==> config.mk <==
export PLATFORM = sky130hd
export DESIGN_NAME = pipeline_hazard_ctrl_flat
export DESIGN_NICKNAME = d
export VERILOG_FILES = /design/src/rtl/pipeline_hazard_ctrl_pkg.sv /design/src/rtl/pipeline_hazard_ctrl_if.sv /design/src/rtl/pipeline_hazard_ctrl_cmp.sv /design/src/rtl/pipeline_hazard_ctrl.sv /design/src/flat_wrapper.sv
export SDC_FILE = /design/constraint.sdc
export NUM_CORES = 1
export LEC_CHECK = 0
export BUFFER_PORTS_ARGS = -buffer_cell sky130_fd_sc_hd__buf_2
export CAP_MARGIN = 5
export CORE_MARGIN = 5
export CORE_UTILIZATION = 40
export DETAILED_ROUTE_END_ITERATION = 6
export GPL_TIMING_DRIVEN = 0
export PLACE_DENSITY_LB_ADDON = 0.2
export SYNTH_ARGS = -nofsm -noshare
export SYNTH_HDL_FRONTEND = slang
export SYNTH_SLANG_ARGS = --single-unit
==> constraint.sdc <==
create_clock -name clk -period 2.1 [get_ports clk]
set_input_delay 0.315 -clock clk [delete_from_list [all_inputs] [get_ports clk]]
set_output_delay 0.315 -clock clk [all_outputs]
set_load 0.02 [all_outputs]
==> src/rtl/pipeline_hazard_ctrl_pkg.sv <==
// Shared constants and types for the 5-stage pipeline hazard controller.
package cpu5_ctrl_pkg;

    localparam int unsigned NREG     = 32;
    localparam int unsigned FL_CNT_W = 3;

    typedef enum logic [1:0] {
        ST_RUN   = 2'b00,
        ST_STALL = 2'b01,
        ST_FLUSH = 2'b10
    } state_e;

    // r0 is hardwired to zero, so it never carries a dependency
    localparam logic [NREG-1:0] R0_MASK = {{(NREG-1){1'b1}}, 1'b0};

    function automatic logic [NREG-1:0] mask_r0(input logic [NREG-1:0] sel);
        return sel & R0_MASK;
    endfunction

endpackage

==> src/rtl/pipeline_hazard_ctrl_if.sv <==
// ID-stage decode fields in, pipeline steering controls out.
interface pipeline_hazard_ctrl_if #(
    parameter int unsigned CNT_W = 16
);
    import cpu5_ctrl_pkg::*;

    logic              id_valid;
    logic [NREG-1:0]   id_aselect;
    logic [NREG-1:0]   id_bselect;
    logic              id_uses_b;
    logic [NREG-1:0]   id_dselect;
    logic              id_writes;
    logic              id_load;
    logic              ex_branch_taken;
    logic              stall;
    logic              bubble;
    logic              flush;
    logic [1:0]        state;
    logic [CNT_W-1:0]  hazard_count;

    modport slave (
        input  id_valid, id_aselect, id_bselect, id_uses_b, id_dselect,
               id_writes, id_load, ex_branch_taken,
        output stall, bubble, flush, state, hazard_count
    );

    modport master (
        output id_valid, id_aselect, id_bselect, id_uses_b, id_dselect,
               id_writes, id_load, ex_branch_taken,
        input  stall, bubble, flush, state, hazard_count
    );

endinterface

==> src/rtl/pipeline_hazard_ctrl_cmp.sv <==
// One-hot source/destination overlap test used for RAW detection.
module onehot_hazard_cmp #(
    parameter int unsigned NREG = 32
) (
    input  logic [NREG-1:0] i_rd,
    input  logic [NREG-1:0] i_h,
    output logic            o_hit
);

    assign o_hit = |(i_rd & i_h);

endmodule

==> src/rtl/pipeline_hazard_ctrl.sv <==
// RAW-hazard stall / branch-flush sequencer for the ID stage of the 5-stage pipe.
// Build option: define PIPE_FORWARD_EN when EX/MEM-to-EX forwarding is present.
module pipeline_hazard_ctrl
    import cpu5_ctrl_pkg::*;
#(
    parameter int unsigned BR_FLUSH = 1,
    parameter int unsigned CNT_W    = 16
) (
    input  logic                   clk,
    input  logic                   reset,
    pipeline_hazard_ctrl_if.slave  bus
);

    localparam logic [FL_CNT_W-1:0] FL_RELOAD = FL_CNT_W'(BR_FLUSH - 1);

    state_e               r_state;
    state_e               w_state_nxt;
    logic [FL_CNT_W-1:0]  r_fl_cnt;
    logic [FL_CNT_W-1:0]  w_fl_cnt_nxt;
    logic [NREG-1:0]      r_ex_d;
    logic [NREG-1:0]      r_mem_d;
    logic                 r_ex_ld;
    logic [CNT_W-1:0]     r_hazard_count;

    logic                 w_valid;
    logic [NREG-1:0]      w_rd;
    logic [NREG-1:0]      w_h_ld;
    logic [NREG-1:0]      w_h;
    logic                 w_hit;
    logic                 w_hazard;
    logic                 w_stall;
    logic                 w_flush;
    logic                 w_issue;

    // The IF/ID instruction is discarded while flushing, so it cannot hazard.
    assign w_valid = bus.id_valid & (r_state != ST_FLUSH);
    assign w_rd    = mask_r0(bus.id_aselect | (bus.id_uses_b ? bus.id_bselect : '0));
    assign w_h_ld  = r_ex_ld ? r_ex_d : '0;

`ifdef PIPE_FORWARD_EN
    assign w_h = w_h_ld;
`else
    // Without forwarding every EX and MEM writer blocks; the load term is a subset.
    assign w_h = w_h_ld | r_ex_d | r_mem_d;
`endif

    onehot_hazard_cmp #(.NREG(NREG)) u_cmp (
        .i_rd  (w_rd),
        .i_h   (w_h),
        .o_hit (w_hit)
    );

    assign w_hazard = w_valid & w_hit;

    // An older taken branch overrides the stall of the younger instruction.
    always_comb begin
        w_flush = 1'b0;
        w_stall = 1'b0;
        if (!reset) begin
            w_flush = bus.ex_branch_taken | (r_state == ST_FLUSH);
            w_stall = w_hazard & ~w_flush;
        end
    end

    assign w_issue = bus.id_valid & bus.id_writes & ~w_stall & ~w_flush;

    always_comb begin
        w_state_nxt  = r_state;
        w_fl_cnt_nxt = r_fl_cnt;
        case (r_state)
            ST_RUN, ST_STALL: begin
                if (bus.ex_branch_taken) begin
                    w_state_nxt  = ST_FLUSH;
                    w_fl_cnt_nxt = FL_RELOAD;
                end else if (w_hazard) begin
                    w_state_nxt = ST_STALL;
                end else begin
                    w_state_nxt = ST_RUN;
                end
            end
            ST_FLUSH: begin
                if (bus.ex_branch_taken) begin
                    w_fl_cnt_nxt = FL_RELOAD;
                end else if (r_fl_cnt == '0) begin
                    w_state_nxt = ST_RUN;
                end else begin
                    w_fl_cnt_nxt = r_fl_cnt - FL_CNT_W'(1);
                end
            end
            default: begin
                w_state_nxt  = ST_RUN;
                w_fl_cnt_nxt = '0;
            end
        endcase
    end

    // Shadow pipe of in-flight destinations; downstream stages never stall.
    always_ff @(posedge clk) begin
        if (reset) begin
            r_state        <= ST_RUN;
            r_fl_cnt       <= '0;
            r_ex_d         <= '0;
            r_mem_d        <= '0;
            r_ex_ld        <= 1'b0;
            r_hazard_count <= '0;
        end else begin
            r_state  <= w_state_nxt;
            r_fl_cnt <= w_fl_cnt_nxt;
            r_ex_d   <= w_issue ? mask_r0(bus.id_dselect) : '0;
            r_ex_ld  <= w_issue & bus.id_load;
            r_mem_d  <= r_ex_d;
            if (w_stall && (r_hazard_count != '1)) begin
                r_hazard_count <= r_hazard_count + CNT_W'(1);
            end
        end
    end

    assign bus.stall        = w_stall;
    assign bus.bubble       = w_stall;
    assign bus.flush        = w_flush;
    assign bus.state        = r_state;
    assign bus.hazard_count = r_hazard_count;

endmodule

==> src/flat_wrapper.sv <==
// flat-port wrapper written by rule: the top's interface ports become plain ports
module pipeline_hazard_ctrl_flat import cpu5_ctrl_pkg::*;
#(
    parameter int unsigned BR_FLUSH = 1,
    parameter int unsigned CNT_W    = 16
)
  (clk, reset, bus_id_valid, bus_id_aselect, bus_id_bselect, bus_id_uses_b, bus_id_dselect, bus_id_writes, bus_id_load, bus_ex_branch_taken, bus_stall, bus_bubble, bus_flush, bus_state, bus_hazard_count);
  pipeline_hazard_ctrl_if #(.CNT_W(CNT_W)) bus_i ();
  input  logic clk;
  input  logic reset;
  input wire logic [$bits(bus_i.id_valid)-1:0] bus_id_valid;
  input wire logic [$bits(bus_i.id_aselect)-1:0] bus_id_aselect;
  input wire logic [$bits(bus_i.id_bselect)-1:0] bus_id_bselect;
  input wire logic [$bits(bus_i.id_uses_b)-1:0] bus_id_uses_b;
  input wire logic [$bits(bus_i.id_dselect)-1:0] bus_id_dselect;
  input wire logic [$bits(bus_i.id_writes)-1:0] bus_id_writes;
  input wire logic [$bits(bus_i.id_load)-1:0] bus_id_load;
  input wire logic [$bits(bus_i.ex_branch_taken)-1:0] bus_ex_branch_taken;
  output wire logic [$bits(bus_i.stall)-1:0] bus_stall;
  output wire logic [$bits(bus_i.bubble)-1:0] bus_bubble;
  output wire logic [$bits(bus_i.flush)-1:0] bus_flush;
  output wire logic [$bits(bus_i.state)-1:0] bus_state;
  output wire logic [$bits(bus_i.hazard_count)-1:0] bus_hazard_count;
  assign bus_i.id_valid = bus_id_valid;
  assign bus_i.id_aselect = bus_id_aselect;
  assign bus_i.id_bselect = bus_id_bselect;
  assign bus_i.id_uses_b = bus_id_uses_b;
  assign bus_i.id_dselect = bus_id_dselect;
  assign bus_i.id_writes = bus_id_writes;
  assign bus_i.id_load = bus_id_load;
  assign bus_i.ex_branch_taken = bus_ex_branch_taken;
  assign bus_stall = bus_i.stall;
  assign bus_bubble = bus_i.bubble;
  assign bus_flush = bus_i.flush;
  assign bus_state = bus_i.state;
  assign bus_hazard_count = bus_i.hazard_count;
  pipeline_hazard_ctrl #(.BR_FLUSH(BR_FLUSH), .CNT_W(CNT_W)) u_core (.clk(clk), .reset(reset), .bus(bus_i));
endmodule
==> impl_metrics.ini, run 1 <==
[timing]
worstMarginPinSlew_ns = 0.6056
finalSetupViolCount = 47
setup_slack_ns = -0.4272
fmax_ghz = 0.3957
hold_viol = 0
rsz0062_at_grt = true
finalMaxSlewViolations = 0
layout_min_cycle_time_ns = 2.527
min_period_over_period = 1.203
fin_skew_ns = 0.01191
maxSlewHeadroom = 0.5963

[setup_path]
crit_top_cell = buf_6
ff2ff_path_depth = 8
cp-end-kind = output port
critPathKind = reg -> out
r2r_start = u_core.r_ex_d[20]
cpPeakStageDelay_ns = 0.56
critical_path.cell_chain = nor2_2 -> o22ai_2 -> or4_4 -> nor4_4 -> buf_6 -> nor2b_4 -> buf_6 -> buf_6
critPathRequiredTime_ns = 1.78
reg2reg_slack_ns = -0.14
worstSetupStartpoint = u_core.r_ex_d[20]
crit_slowest_cell = or4_4
crit_path_start_kind = flop
arrival_ns = 2.21
cp_max_fo = 3

[detailed_routing]
vias = 2916
drtIter0Drc = 72
ant_nets = 0
avgRoutedWirePerCell_um = 14.68
first_pass_iters = 4
wl_um = 8663
route.detailed.drc = 0
via_per_inst = 4.942

[pwr]
p_int_mw = 2.302
leakage_nw = 1.923
swShare = 0.2707
powerDensity_nw_per_um2 = 707.3
p_clk_frac = 0.323
seq_power_share = 0.510
p_comb_frac = 0.167
ir_worst_vdd_mv = 0.2821
power.switching_mw = 0.8546

[cells_and_area]
fillers = 763
antenna_cells = 0
multiInputGateArea_um2 = 1635
nNetsFinal = 589
fin_area_um2 = 4463
fin_cells = 590
drive_above_1_share = 0.4201
final_common_cell = buf_2
seqCellArea_um2 = 1665
final_cell_mix = buf_2 (118), dfxtp_1 (80), nor2_1 (39), nor2b_1 (36), a21oi_1 (32)
area_growth_pct = 37.62

[floorplanning]
die_area_um2 = 10010
die_h_um = 100.0
io_pins = 124
die_w_um = 100.0
core_um2 = 7807
start_util = 0.4154
fp-row-count = 32

[logic_synthesis]
avgSynthCellArea_um2 = 9.428
synth-edff-count = 0
ys_ff_latch = 83
synth_cell_types = 39
synth_fp_nets = 450
yosys_warnings = 0
syn_inst = 344
synth-main-ff-cell = dfxtp_1
ys_seq_area_frac = 0.5123
async_flop_share = 0
synth_area_um2 = 3243

[placement]
place_area_um2 = 4021
post-place-cells = 565
place.gp.congestion = 0.8749
pre_cts_ws_ns = -0.6485
dp_hpwl_um = 6187
port_buffers = 119

[clock_network]
cts_hold_buf = 0
cts_buffer_depth = 2
root_buffer = clkbuf_8
cts_tree = yes
path_clk_slew_ns = 0.09
clk_latency_ns = 0.34
cts_made_buffers = 9
cts_sinks = 83
cts_max_level = 3

[run_status]
outcome = finished, violations left
violations = negative setup slack

[min_path]
min_from = bus_id_dselect[23]
holdPathStages = 2
min_path_type = in -> reg

[global_routing]
grt_antenna_before_repair = 0
grt_max_degree = 16
grt_overflow = 0
grt_usage = 0.1728
grt_pass1_vias = 2880
grt_pass1_wl_um = 13680

[run]
drv_cap = 0
## power groups by stage
| stage | registers [mW] | clock network, mW | logic (mW) |
|---|---|---|---|
| after floorplan | 1.65 | 0 | 0.237 |
| after detailed placement | 1.65 | 0 | 0.409 |
| final | 1.61 | 1.02 | 0.526 |
| after global routing | 1.61 | 1.13 | 0.570 |
| after global placement | 1.65 | 0 | 0.404 |
| after CTS | 1.61 | 1.05 | 0.502 |
## state kept, by name (all words and copies together) (netlist names)
signal	count
u_core.r_ex_d	31
u_core.r_mem_d	31
u_core.bus.hazard_count	16
u_core.r_fl_cnt	3
u_core.bus.state	2
## timing repair
action | in CTS | in global routing
hold endpoints to repair | 0 | 0
gates resized for setup | 29 | 26
pin swaps | 48 | 17
buffers inserted | 5 | 1
setup endpoints to repair | 48 | 49
gates cloned | 4 | 0
## area by class of cell
type | instances | area share
timing repair buffer | 128 | 0.1550
clock buffer | 10 | 0.02860
clock inverter | 6 | 0.01121
tap | 102 | 0.02860
inverter | 5 | 0.004205
sequential | 83 | 0.3731
buffer | 16 | 0.03280
multi-input combinational | 240 | 0.3664
## per-stage QoR
stage | setup TNS [ns] | utilization | power, mW | hold WS (ns)
2_1_floorplan | -0.2581 | - | 1.885 | 0.4367
3_3_place_gp | -20.26 | 0.5151 | 2.050 | 0.4483
3_5_place_dp | -21.71 | 0.5151 | 2.054 | 0.4543
4_1_cts | -5.399 | 0.5582 | 3.158 | 0.1558
5_1_grt | -9.455 | 0.5716 | 3.309 | 0.1501
6_report | -5.393 | 0.5716 | 3.157 | 0.1696
## cell families after synthesis
| group | Yosys count | share of synthesized area |
|---|---|---|
| xor gates and xnor gates | 2 | 0.005402 |
| adders and majority gates | 3 | 0.01158 |
| AOI/OAI and AO/OA | 77 | 0.1362 |
| muxes | 3 | 0.01389 |
| and+or+nand+nor | 155 | 0.2782 |
| buffers and inverters | 21 | 0.04244 |
| DFF | 83 | 0.5123 |
## metal layers
metal  GRT usage  part of all wire  up-vias
met5           0                 0        -
met4     0.04041            0.0087        0
met3     0.04517             0.066        8
li1            -                 -     1472
met1      0.2325              0.46     1340
met2      0.2791              0.47       96
## worst max-delay path: cells and delay by family, from the launching register on
family	cells	cell delay, ns
buf+inv	3	0.38
compound gates	1	0.09
simple gates	4	1.08
flops	1	0.33
## Yosys cell counts (2+ instances only)
library cell  number  area [um^2]
o21ai_1            6        30.03
o22ai_1           15        93.84
or4_4              3        33.78
ha_1               3        37.54
and3_1             2        12.51
o31ai_1            6        45.04
and2_1            33        206.5
clkbuf_1           5        18.77
nand3_1            6        30.03
a211oi_1           2        15.01
nand2b_1           2        12.51
nand2_1            5        18.77
mux2_4             3        45.04
nand4_1            5        31.28
inv_1              5        18.77
or3_1              6        37.54
and4_1             3        26.28
dfxtp_1           83         1662
or4_1              6        45.04
buf_6              7        78.83
nor2_1            41        153.9
nor2b_1           37        231.5
nor4b_1            2        17.52
buf_2              2        10.01
a21oi_1           42        210.2
## worst paths after layout
path | end
min reg2reg | u_core.r_mem_d[3]
max reg2reg | u_core.r_ex_d[26]
max | bus_stall
min | u_core.r_ex_d[23]
Power figures use the tool's default switching activity.
==> run 2, diff against run 1 <==
ABC_AREA = 1   (was unset)
==> impl_metrics.ini, run 2 <==
[run_status]
outcome = finished, violations left
violations = negative setup slack

[logic_synthesis]
ys_ff_latch = 83
yosysTopAreaCellShare = 0.4307
ys_top_cells_by_area = dfxtp_1 (43%), nand2_1 (16%), inv_1 (13%)
avgSynthCellArea_um2 = 6.628
synth_common_cells = nand2_1 (168), inv_1 (134), nor2_1 (93)
synth-edff-count = 0
ys_seq_area_frac = 0.4307
syn_inst = 582
synth_cell_types = 27
synth_area_um2 = 3857
yosys.area.top_type = dfxtp_1
async_flop_share = 0
yosys_warnings = 0
synthMostInstantiatedCell = nand2_1
synth_fp_nets = 688
synth-main-ff-cell = dfxtp_1

[clock_network]
cts_made_buffers = 9
cts_max_level = 3
path_clk_slew_ns = 0.09
cts_tree = yes
cts_buffer_depth = 2
cts_sinks = 83
root_buffer = clkbuf_8
clk_latency_ns = 0.34

[cells_and_area]
fin_cells = 848
area_growth_pct = 28.12
nNetsFinal = 820
final_cell_mix = nand2_1 (160), inv_1 (133), buf_2 (122), nor2_1 (88), dfxtp_1 (75)
fillers = 942
fin_area_um2 = 4942
antenna_cells = 0
final_common_cell = nand2_1
drive_above_1_share = 0.2823

[floorplanning]
fp-row-count = 35
start_util = 0.4135
die_h_um = 108.2
core_um2 = 9328
die_w_um = 108.2
io_pins = 124
die_area_um2 = 11710

[global_routing]
grt_usage = 0.1620
grt_pass1_vias = 3527
grt_antenna_before_repair = 0
grt_pass1_wl_um = 15250
grt_max_degree = 16
grt_overflow = 0

[min_path]
min_path_type = in -> reg

[setup_path]
crit_top_cell = nand2_2
critical_path.cell_chain = or2_4 -> nand2_2 -> nand2_2 -> nor2_2 -> nand2_1 -> nor2_2 -> nand2_2 -> nand2_4 -> inv_2 -> buf_6 -> buf_6
critPathRequiredTime_ns = 1.78
critPathKind = reg -> out
cp_max_fo = 3
crit_slowest_cell = dfxtp_2
cpPeakStageDelay_ns = 0.33
crit_path_start_kind = flop
arrival_ns = 1.82
cp-end-kind = output port

[detailed_routing]
vias = 3676
first_pass_iters = 4
wl_um = 9343
drtIter0Drc = 108
ant_nets = 0
route.detailed.drc = 0
avgRoutedWirePerCell_um = 11.02
via_per_inst = 4.335

[timing]
fin_skew_ns = 0.01204
layout_min_cycle_time_ns = 2.139
fmax_ghz = 0.4675
maxSlewHeadroom = 0.6588
setup_slack_ns = -0.03911
finalMaxSlewViolations = 0
hold_viol = 0
finalSetupViolCount = 1
worstMarginPinSlew_ns = 0.5118
min_period_over_period = 1.019
rsz0062_at_grt = true

[pwr]
p_int_mw = 2.344
ir_worst_vdd_mv = 0.3272
leakage_nw = 2.672
swShare = 0.2661
seq_power_share = 0.506
power.total_mw = 3.193
powerDensity_nw_per_um2 = 646.1
p_clk_frac = 0.358
power.switching_mw = 0.8496
p_comb_frac = 0.137

[run]
drv_cap = 0

[placement]
place_area_um2 = 4614
dp_hpwl_um = 7218
place.gp.congestion = 0.8826
port_buffers = 119
post-place-cells = 830
## run 2: cells by family (layout without fill, tap and decap cells)
| kind of cell | count (synthesis) | after routing | synth area share |
|---|---|---|---|
| AND/OR/NAND/NOR | 313 | 313 | 0.3396 |
| XOR/XNOR | 12 | 12 | 0.02725 |
| adder cells (fa/ha/maj) | 3 | 3 | 0.009732 |
| flip-flops | 83 | 83 | 0.4307 |
| AO/OA/AOI/OAI | 21 | 21 | 0.03568 |
| buffers and inverters | 150 | 287 | 0.1570 |
## run 2: area by class of cell
| class | instances | area [um^2] | area share |
|---|---|---|---|
| buffer | 15 | 107.6 | 0.02177 |
| clock buffer | 9 | 123.9 | 0.02506 |
| clock inverter | 7 | 76.32 | 0.01544 |
| inverter | 134 | 503.0 | 0.1018 |
| multi-input combinational | 349 | 1674 | 0.3387 |
| sequential | 83 | 1672 | 0.3382 |
| tap | 129 | 161.4 | 0.03266 |
| timing repair buffer | 122 | 624.3 | 0.1263 |
## run 2: power by group through the flow
stage                     clock [mW]  sequential (mW)  combinational [mW]
after global placement             0             1.65               0.387
final                           1.14             1.61               0.436
after CTS                       1.18             1.61               0.454
after detailed placement           0             1.65               0.396
after floorplan                    0             1.65               0.225
after global routing            1.25             1.62               0.495
## run 2: per-stage QoR
step | TNS (ns) | util | setup slack, ns | hold WS, ns
floorplan | 0 | - | 0.03100 | 0.3983
global placement | -0.5724 | 0.4947 | -0.3269 | 0.4063
detailed placement | -0.6193 | 0.4947 | -0.3478 | 0.4129
CTS | -0.1980 | 0.5238 | -0.1334 | 0.1591
global route | -0.2569 | 0.5298 | -0.1641 | 0.1627
finish | -0.03911 | 0.5298 | -0.03911 | 0.1761
## run 2: timing repair
item                                    CTS  global route
pin swaps                                12            18
resized for setup                        22            27
hold buffers                              0             0
hold endpoints to repair                  0             0
buffers inserted                          2             1
endpoints found under the setup margin    2            15
cloned                                    0             0
## run 2: worst paths after layout
path	to	slack [ns]	startpoint	cells past startpoint
setup / recovery	bus_stall	-0.04	u_core.r_ex_d[5]	11
hold / removal	u_core.r_ex_d[8]	0.18	bus_id_dselect[8]	3
setup reg to reg	u_core.bus.hazard_count[8]	0.17	u_core.bus.hazard_count[0]	10
hold reg to reg	u_core.r_mem_d[8]	0.43	u_core.r_ex_d[8]	2
## run 2: metal layers
metal | share of wire | vias to the layer above | GRT usage
li1 | - | 1945 | -
met1 | 0.45 | 1630 | 0.2012
met2 | 0.49 | 94 | 0.2860
met3 | 0.058 | 7 | 0.02925
met4 | 0.0086 | 0 | 0.04779
met5 | 0 | - | 0
## run 2: critical path, delay by kind of cell, from the launching register on
family | cells | cell delay, ns
buffers and inverters | 3 | 0.26
DFF | 1 | 0.33
and+or+nand+nor | 8 | 0.91
